[src/rtl/mmio_console.sv]
// Memory-mapped console peripheral.
// The CPU stores bytes into a TX FIFO, and the FIFO drains them to a
// valid/ready byte sink. The peripheral also exposes a STATUS register
// and a free-running CYCLE counter inside a 16-byte register window.
module mmio_console #(
    parameter logic [31:0] BASE_ADDR = 32'hF000_0000,
    parameter int          DEPTH     = 8
) (
    input  logic        clk,
    input  logic        rst,
    input  logic [31:0] memory_address,
    input  logic [31:0] memory_write,
    input  logic [3:0]  memory_byte_enable,
    input  logic        memory_we,
    output logic [31:0] memory_read,
    output logic        selected,
    output logic [7:0]  tx_data,
    output logic        tx_valid,
    input  logic        tx_ready,
    output logic        overflow
);

    localparam int        AW      = (DEPTH > 1) ? $clog2(DEPTH) : 1;
    localparam logic [AW:0] PTR_ONE = (AW + 1)'(1);

    localparam logic [1:0] OFF_TXDATA = 2'd0;
    localparam logic [1:0] OFF_STATUS = 2'd1;
    localparam logic [1:0] OFF_CYCLE  = 2'd2;

    logic [7:0]  mem [DEPTH];
    logic [AW:0] wptr;
    logic [AW:0] rptr;
    logic [AW:0] count;
    logic [7:0]  count_byte;
    logic [31:0] cycle;
    logic [1:0]  offset;
    logic        full;
    logic        empty;
    logic        push_req;
    logic        push_ok;
    logic        pop;
    logic        drop;
    logic        ovf_clear;
    logic [31:0] status_word;
    logic        unused_bits;

    // Address decode. The low two address bits select nothing.
    assign selected = (memory_address[31:4] == BASE_ADDR[31:4]);
    assign offset   = memory_address[3:2];

    // Pointer-derived FIFO state. The extra MSB tells full from empty.
    assign full       = (wptr[AW] != rptr[AW]) && (wptr[AW-1:0] == rptr[AW-1:0]);
    assign empty      = (wptr == rptr);
    assign count      = wptr - rptr;
    assign count_byte = 8'(count);

    // Store and drain handshakes. A pop in the same cycle frees the slot
    // that a push into a full FIFO needs, so that push still succeeds.
    assign push_req  = memory_we && selected && (offset == OFF_TXDATA) && memory_byte_enable[0];
    assign pop       = tx_valid && tx_ready;
    assign push_ok   = push_req && (!full || pop);
    assign drop      = push_req && full && !pop;
    assign ovf_clear = memory_we && selected && (offset == OFF_STATUS)
                       && memory_byte_enable[0] && memory_write[2];

    assign tx_valid    = !empty;
    assign status_word = {16'h0000, count_byte, 5'b00000, overflow, empty, full};

    // Bits that the register map never looks at.
    assign unused_bits = ^{memory_address[1:0], memory_write[31:8], memory_byte_enable[3:1]};

    // Head byte. An empty FIFO shows 0 so stale contents never leak out.
    always_comb begin
        tx_data = 8'h00;
        if (!empty) begin
            tx_data = mem[rptr[AW-1:0]];
        end else begin
            tx_data = 8'h00;
        end
    end

    // Zero-latency register read mux, driven by registered state only.
    always_comb begin
        memory_read = 32'h0000_0000;
        if (selected) begin
            case (offset)
                OFF_STATUS: memory_read = status_word;
                OFF_CYCLE:  memory_read = cycle;
                default:    memory_read = 32'h0000_0000;
            endcase
        end else begin
            memory_read = 32'h0000_0000;
        end
    end

    // FIFO storage. Contents need no reset because the pointers gate them.
    always_ff @(posedge clk) begin
        if (push_ok) begin
            mem[wptr[AW-1:0]] <= memory_write[7:0];
        end
    end

    // Write and read pointers.
    always_ff @(posedge clk or posedge rst) begin
        if (rst) begin
            wptr <= '0;
            rptr <= '0;
        end else begin
            if (push_ok) begin
                wptr <= wptr + PTR_ONE;
            end
            if (pop) begin
                rptr <= rptr + PTR_ONE;
            end
        end
    end

    // Sticky overflow flag. A drop in the same cycle as a clear wins.
    always_ff @(posedge clk or posedge rst) begin
        if (rst) begin
            overflow <= 1'b0;
        end else if (drop) begin
            overflow <= 1'b1;
        end else if (ovf_clear) begin
            overflow <= 1'b0;
        end
    end

    // Free-running cycle counter, wraps naturally at 32 bits.
    always_ff @(posedge clk or posedge rst) begin
        if (rst) begin
            cycle <= 32'h0000_0000;
        end else begin
            cycle <= cycle + 32'h0000_0001;
        end
    end

endmodule

[config.mk]
export PLATFORM = sky130hd
export DESIGN_NAME = mmio_console
export DESIGN_NICKNAME = d
export VERILOG_FILES = /design/src/rtl/mmio_console.sv
export SDC_FILE = /design/constraint.sdc
export NUM_CORES = 1
export LEC_CHECK = 0
export CORE_ASPECT_RATIO = 0.9
export CORE_MARGIN = 4
export CORE_UTILIZATION = 45
export CTS_BUF_LIST = sky130_fd_sc_hd__clkbuf_2
export DETAILED_ROUTE_END_ITERATION = 16
export MAX_ROUTING_LAYER = met4
export PLACE_DENSITY = 0.83
export SYNTH_ARGS = -nofsm -noshare
export SYNTH_HDL_FRONTEND = slang
export SYNTH_SLANG_ARGS = --single-unit
[constraint.sdc]
create_clock -name clk -period 2.8 [get_ports clk]
set_input_delay 0.42 -clock clk [delete_from_list [all_inputs] [get_ports clk]]
set_output_delay 0.42 -clock clk [all_outputs]
set_load 0.005 [all_outputs]
==> metrics.md, run 1 <==
| Metric | Value |
|---|---|
| Total gr overflow | `0` |
| DP Worst Slack | `-0.242 ns` |
| Reg2reg end | `mem[1][2]` |
| Seq/Total Area, Yosys | `0.591` |
| Hold-fix buffers at CTS | `0` |
| CP Max Fanout | `2` |
| Post-Synthesis Cells | `360` |
| # setup viols final | `1` |
| CTS Buf Count | `9` |
| CP startpoint | `rptr[1]` |
| Critical Path RT | `2.38 ns` |
| VDD IR max | `between 0.2 and 0.3 mV` |
| R2R Setup Slk | `0.74 ns` |
| Die height | `between 100 and 150 um` |
| Detailed Route WL | `11800 um` |
| Die X | `~120 um` |
| Layout cell share with drive strength beyond 1 | `0.297` |
| Setup CP Type | `reg -> out` |
| Predominant post-synthesis flop cell | `edfxtp_1` |
| Number of global-route vias before repair | `about 3.7k` |
| Drt via density | `5.51` |
| CP Launch Type | `flip-flop` |
| Area delta synth->final | `32.4%` |
| Worst-path clk slew | `roughly 0.28 ns` |
| GRT Overall Usage | `0.195` |
| CTS max path bufs | `2` |
| FF-to-FF path depth | `6` |
| First-pass DRT Iterations | `4` |
| Residual DRC | `0` |
| Clock H-tree levels | `3` |
| Hpwl dp | `7810 um` |
| Fill cells | `around 800` |
| Core ar. | `approximately 0.011 mm2` |
| Worst r2r src | `wptr[3]` |
| Outcome | `complete, but fails checks` |
| Relative slew slack | `0.502` |
| WHS | `0.208 ns` |
| DRT iter0 DRCs | `195` |
| Worst-margin pin slew | `0.742 ns` |
| RSZ-0062 raised after global routing | `true` |
| TNS Setup | `-0.00724 ns` |
| Global-route wire length before repair | `18700 um` |
| Wire per inst | `between 15 and 20 um` |
| Number of enable flip-flop cells after synthesis | `64` |
| Number of core rows | `36` |
| Post-Route Utilization | `0.611` |
| Die ar. | `approximately 0.013 mm2` |
| Sink Count | `105` |
| Pin count of the biggest net entering global routing | `42` |
| Worst hold path type | `in -> async` |
| Max Freq | `356 MHz` |
| Placer Congestion | `0.882` |
| Layout Skew | `0.0279 ns` |
| Yosys warns | `0` |
| P_leak | `roughly 2.7 nW` |
| I/O pin total | `115` |
| Root Driver | `clkbuf_2` |
| Initial Util | `0.461` |
| Nets | `between 500 and 600` |
| Final hold viol count | `0` |
| CP endpoint kind | `primary output` |
| CTS tree | `yes` |
| Fin. max-slew vios | `0` |
| FFs w/ async S/R, synth | `0.390` |
| Power Density | `565 mW/mm2` |
| Syn_area_per_cell | `13.9 um2` |
| Initial antenna violation count | `1` |
| Worst skew pair latency | `0.60 ns` |
| Detailed-route via count | `around 3.5k` |
| Failing checks | `setup timing` |
| CP arrival | `2.39 ns` |
| Max_cap viols | `0` |
| Port buffer count | `85` |
| Synth unique cells | `50` |
| Syn nets | `442` |
| Mapped Area | `~0.0050 mm2` |
| Min Tclk post-route | `2.81 ns` |
| Final worst-path cycle share | `1.00` |
| Antenna viol nets, final | `0` |
| Worst Setup EP | `memory_read[11]` |
| Seq cells post-synth | `105` |
| Tot Pwr | `3.73 mW` |
| Final setup margin | `-0.00724 ns` |
==> metrics by stage <==
step	cell area [um2]	instances
final	6600	636
after global routing	6600	636
after CTS	6580	633
after detailed placement	6170	593
after global placement	6170	593
after floorplan	4990	360
==> per-layer routing <==
| layer | track usage | vias to the layer above | wire [um] | share of wire |
|---|---|---|---|---|
| li1 | - | 1601 | - | - |
| met3 | 0.0226 | 24 | 649 | 0.055 |
| met1 | 0.248 | 1750 | 4970 | 0.42 |
| met5 | - | - | 0 | 0 |
| met2 | 0.322 | 127 | 5890 | 0.50 |
| met4 | 0.0819 | 0 | 280 | 0.024 |
==> worst min-delay path by stage <==
| stage | startpoint | to | slack, ns |
|---|---|---|---|
| 2_1_floorplan | cycle[31] | cycle[31] | 0.44 |
| 3_3_place_gp | cycle[31] | cycle[31] | 0.46 |
| 3_5_place_dp | cycle[31] | cycle[31] | 0.47 |
| 4_1_cts | rst | cycle[21] | 0.20 |
| 5_1_grt | rst | cycle[21] | 0.22 |
| 6_report | rst | wptr[3] | 0.21 |
==> area by class of cell <==
type	count	area [um2]	area share
sequential	105	2950	0.447
multi-input combinational	227	2050	0.311
timing repair buffer	139	1270	0.193
tap	133	166	0.0252
inverter	15	57.6	0.00872
clock inverter	7	52.6	0.00796
clock buffer	9	45.0	0.00682
antenna	1	2.50	0.000379
==> synth_stat cells, drive strengths merged, types with 3 or more instances <==
library cell,n,area share
dfrtp,41,0.21
nor4,9,0.025
and2,25,0.031
nor4b,3,0.011
nand2,31,0.023
nor2,16,0.013
and3,4,0.0050
a21oi,10,0.012
inv,14,0.011
mux4,16,0.072
and4,5,0.0088
nor3,5,0.0083
edfxtp,64,0.39
nand4,11,0.017
a22oi,4,0.0060
xnor2,29,0.051
buf,11,0.012
xor2,10,0.018
nand3,20,0.021
ha,9,0.023
==> sequential cells by signal, indices dropped and copies added (netlist names) <==
register and cells:
rptr 4, mem 64, wptr 4, cycle 32, overflow 1
==> critical path: stages (launching register included) <==
cell and delay (ns):
dfrtp_1 0.46, inv_2 0.08, ha_4 0.21, nor2b_1 0.14
o21a_1 0.18, or3_4 0.38, a31oi_4 0.21, clkbuf_2 0.14
==> repair_timing <==
item,4_1_cts,5_1_grt
setup endpoints to repair,40,24
cloned,5,0
pin swaps,14,11
gates resized for setup,109,42
setup buffers,19,4
==> report_power, final <==
group	switching, mW	internal [mW]
combinational	0.608	0.757
sequential	0.0402	1.68
clock	0.520	0.127
total	1.17	2.56
==> cell usage in the layout, fill, tap and decap left out, types with 3 or more instances in the layout <==
cell type,Yosys,layout
nor4_1,4,3
and4_1,5,5
ha_1,9,6
edfxtp_1,64,64
nand2_2,0,3
and3_1,4,4
dfrtp_1,41,39
clkdlybuf4s15_1,0,6
nand4_1,10,10
buf_2,4,5
a22oi_1,4,3
dlygate4sd2_1,0,25
ha_4,0,3
a21oi_2,2,3
nor2_2,1,3
buf_4,2,37
buf_6,1,9
nor2_1,15,11
nand3_1,19,18
nor4_4,4,4
xnor2_1,29,29
clkbuf_2,0,22
inv_1,14,12
xor2_1,10,10
a21oi_1,8,7
nor3_1,3,3
buf_12,0,6
nand2_1,31,28
clkdlybuf4s50_1,0,33
and2_1,25,23
mux4_2,16,16
==> kinds of logic after synthesis <==
| logic type | Yosys count | share of synthesized area |
|---|---|---|
| adders and majority gates | 10 | 0.0266 |
| muxes | 18 | 0.0768 |
| AOI/OAI and AO/OA | 21 | 0.0319 |
| and+or+nand+nor | 139 | 0.180 |
| buffers and inverters | 28 | 0.0251 |
| xor gates and xnor gates | 39 | 0.0685 |
| DFF | 105 | 0.591 |
No activity file was read; power rests on OpenSTA's default activity.
==> run 2: changes to the inputs <==
Settings changed: CTS_CLUSTER_DIAMETER from default to 150, GPL_TIMING_DRIVEN from default to 0.
==> metrics.md, run 2 (synthesized netlist as in run 1, its figures left out) <==
| Metric | Value |
|---|---|
| First-pass DRT Iterations | `5 (+1)` |
| Die ar. | `0.0128 mm2 (unchanged)` |
| Clock H-tree levels | `3 (unchanged)` |
| Die X | `119 um (unchanged)` |
| Hpwl dp | `7670 um (-1.7%)` |
| DRT iter0 DRCs | `218 (+12%)` |
| Most frequent cells in the layout | `edfxtp_1 (64), dfrtp_1 (39), buf_4 (33)` |
| Wire per inst | `19.3 um (+4.1%)` |
| Core ar. | `0.0108 mm2 (unchanged)` |
| Relative slew slack | `0.124 (-0.378)` |
| Psw | `1.30 mW (+11%)` |
| Final hold viol count | `0 (unchanged)` |
| Global-route wire length before repair | `18600 um (-0.51%)` |
| Power Density | `602 mW/mm2 (+6.4%)` |
| Post-Route Utilization | `0.605 (-0.00613)` |
| Net Sw Frac | `0.329 (+0.0162)` |
| CTS max path bufs | `2 (unchanged)` |
| CP arrival | `2.52 ns (+0.13 ns)` |
| CP Launch Type | `flip-flop` |
| Antenna viol nets, final | `0 (unchanged)` |
| Total gr overflow | `0 (unchanged)` |
| Detailed-route via count | `3555 (+1.5%)` |
| # setup viols final | `2 (+1)` |
| Most common cell after layout, fill and taps aside | `edfxtp_1` |
| CTS tree | `yes` |
| CP startpoint | `rptr[1]` |
| Layout Skew | `0.0298 ns (+0.00189 ns)` |
| Worst hold path type | `in -> async` |
| Area delta synth->final | `31.1%` |
| Pin count of the biggest net entering global routing | `42 (unchanged)` |
| Setup CP Type | `reg -> out` |
| Drt via density | `5.63 (+2.3%)` |
| Sink Count | `105 (unchanged)` |
| Critical Path RT | `2.38 ns (about the same)` |
| WHS | `0.268 ns (+0.0593 ns)` |
| Port buffer count | `85 (unchanged)` |
| I/O pin total | `115 (unchanged)` |
| Gate power share | `0.376 (+0.010)` |
| Placer Congestion | `0.844 (-4.2%)` |
| Fin. max-slew vios | `0 (unchanged)` |
| Detailed Route WL | `12200 um (+3.3%)` |
| Max_cap viols | `0 (unchanged)` |
| Slowest-stage cell, CP | `dfrtp_2` |
| Ant. Diodes | `0 (-1)` |
| Initial Util | `0.461 (unchanged)` |
| P_leak | `2.68 nW (+1.2%)` |
| Worst r2r src | `rptr[1]` |
| Outcome | `complete, but fails checks` |
| Fill cells | `790 (-0.75%)` |
| CP endpoint kind | `primary output` |
| Clock share of power | `0.186 (+0.013)` |
| Largest register FFs | `64 (unchanged)` |
| Pint | `2.64 mW (+2.9%)` |
| VDD IR max | `0.281 mV (+0.54%)` |
| Number of global-route vias before repair | `3530 (-3.6%)` |
| Largest stage delay on the critical path | `0.52 ns (+0.06 ns)` |
| Final worst-path cycle share | `1.05 (+0.0480)` |
| Min Tclk post-route | `2.94 ns (+0.134 ns)` |
| Final setup margin | `-0.142 ns (-0.134 ns)` |
| Worst skew pair latency | `0.61 ns (about the same)` |
| Die height | `108 um (unchanged)` |
| Worst-path clk slew | `0.32 ns (+0.04 ns)` |
| CP Max Fanout | `4 (+2)` |
| Residual DRC | `0 (unchanged)` |
| Number of core rows | `36 (unchanged)` |
| Nets | `575 (-0.69%)` |
| Sequential share of power | `0.439 (-0.022)` |
| Layout cell share with drive strength beyond 1 | `0.287 (-0.00966)` |
| Initial antenna violation count | `0 (-1)` |
| Failing checks | `setup timing` |
| Worst-margin pin slew | `1.30 ns (+0.562 ns)` |
| CP Cell Sequence | `clkinv_4 -> ha_4 -> nor2b_4 -> o21a_1 -> or3_1 -> a31oi_2 -> buf_2` |
| Root Driver | `clkbuf_2` |
| CTS Buf Count | `9 (unchanged)` |
| FF-to-FF path depth | `7 (+1)` |
| Max Freq | `340 MHz (-4.6%)` |
| GRT Overall Usage | `0.192 (-0.00265)` |
| RSZ-0062 raised after global routing | `true` |
## run 2: cell count changes in the layout (fill, tap and decap cells not counted), moves of 4 or more
| cell | previous run | this run |
|---|---|---|
| buf_4 | 37 | 33 |
| dlymetal6s2s_1 | 2 | 6 |
| clkdlybuf4s15_1 | 6 | 2 |
| buf_2 | 5 | 12 |
| clkdlybuf4s50_1 | 33 | 27 |
| dlygate4sd2_1 | 25 | 30 |
## run 2: cell type report
class,count,area (um2),share of cell area
buffer,10,96.3,0.0147
clock buffer,9,45.0,0.00689
clock inverter,7,77.6,0.0119
inverter,15,68.8,0.0105
multi-input combinational,227,2060,0.315
sequential,105,2950,0.451
tap,133,166,0.0255
timing repair buffer,125,1070,0.164
## run 2: power groups by stage
stage / registers (mW) / logic, mW / clock network (mW)
final: 1.72 / 1.48 / 0.730
after global routing: 1.73 / 1.58 / 0.798
after detailed placement: 1.73 / 1.12 / 0
after global placement: 1.73 / 1.09 / 0
after floorplan: 1.73 / 0.661 / 0
after CTS: 1.71 / 1.37 / 0.726
## run 2: repair_timing
| action | CTS | global route |
|---|---|---|
| setup buffers | 25 | 14 |
| hold buffers | 0 | 0 |
| endpoints found under the setup margin | 108 | 26 |
| cloned | 2 | 0 |
| gates resized for setup | 134 | 34 |
| pin swaps | 10 | 15 |
| endpoints found under the hold margin | 0 | 0 |
## run 2: path summary, 6_finish.rpt
check                                  end  slack, ns
max                        memory_read[11]      -0.14
min                                wptr[0]       0.27
max reg2reg                      mem[7][1]       0.12
min reg2reg                       cycle[5]       0.51
max in group asynchronous          rptr[1]       1.96
min in group clk                 mem[1][5]       0.51
## run 2: metrics by stage
step	worst slack [ns]	instance area [um2]	power (mW)	std cells	setup TNS, ns
2_1_floorplan	0.0284	4990	2.39	360	0
3_3_place_gp	-1.06	6000	2.82	578	-47.62
3_5_place_dp	-1.13	6000	2.85	578	-54.84
4_1_cts	-0.147	6450	3.81	620	-0.147
5_1_grt	-0.184	6540	4.10	631	-0.398
6_report	-0.142	6540	3.93	631	-0.177
## run 2: critical path, delay by kind of cell, from the launching register on
family / cells / cell delay [ns]
flip-flops: 1 / 0.52
AND/OR/NAND/NOR: 2 / 0.51
AO/OA/AOI/OAI: 2 / 0.42
adder cells (fa/ha/maj): 1 / 0.24
buffers and inverters: 2 / 0.23
## run 2: layer usage
metal  GRT usage  wire length [um]
met1       0.249              4990
met2       0.320              6190
met3      0.0215               724
met4      0.0653               272
met5           -                 0
==> run 3: changes to the inputs <==
Settings changed: CAP_MARGIN from default to 0.
==> results of run 3 <==
Same layout as run 2: the final DEF is identical, and so are final timing and power.
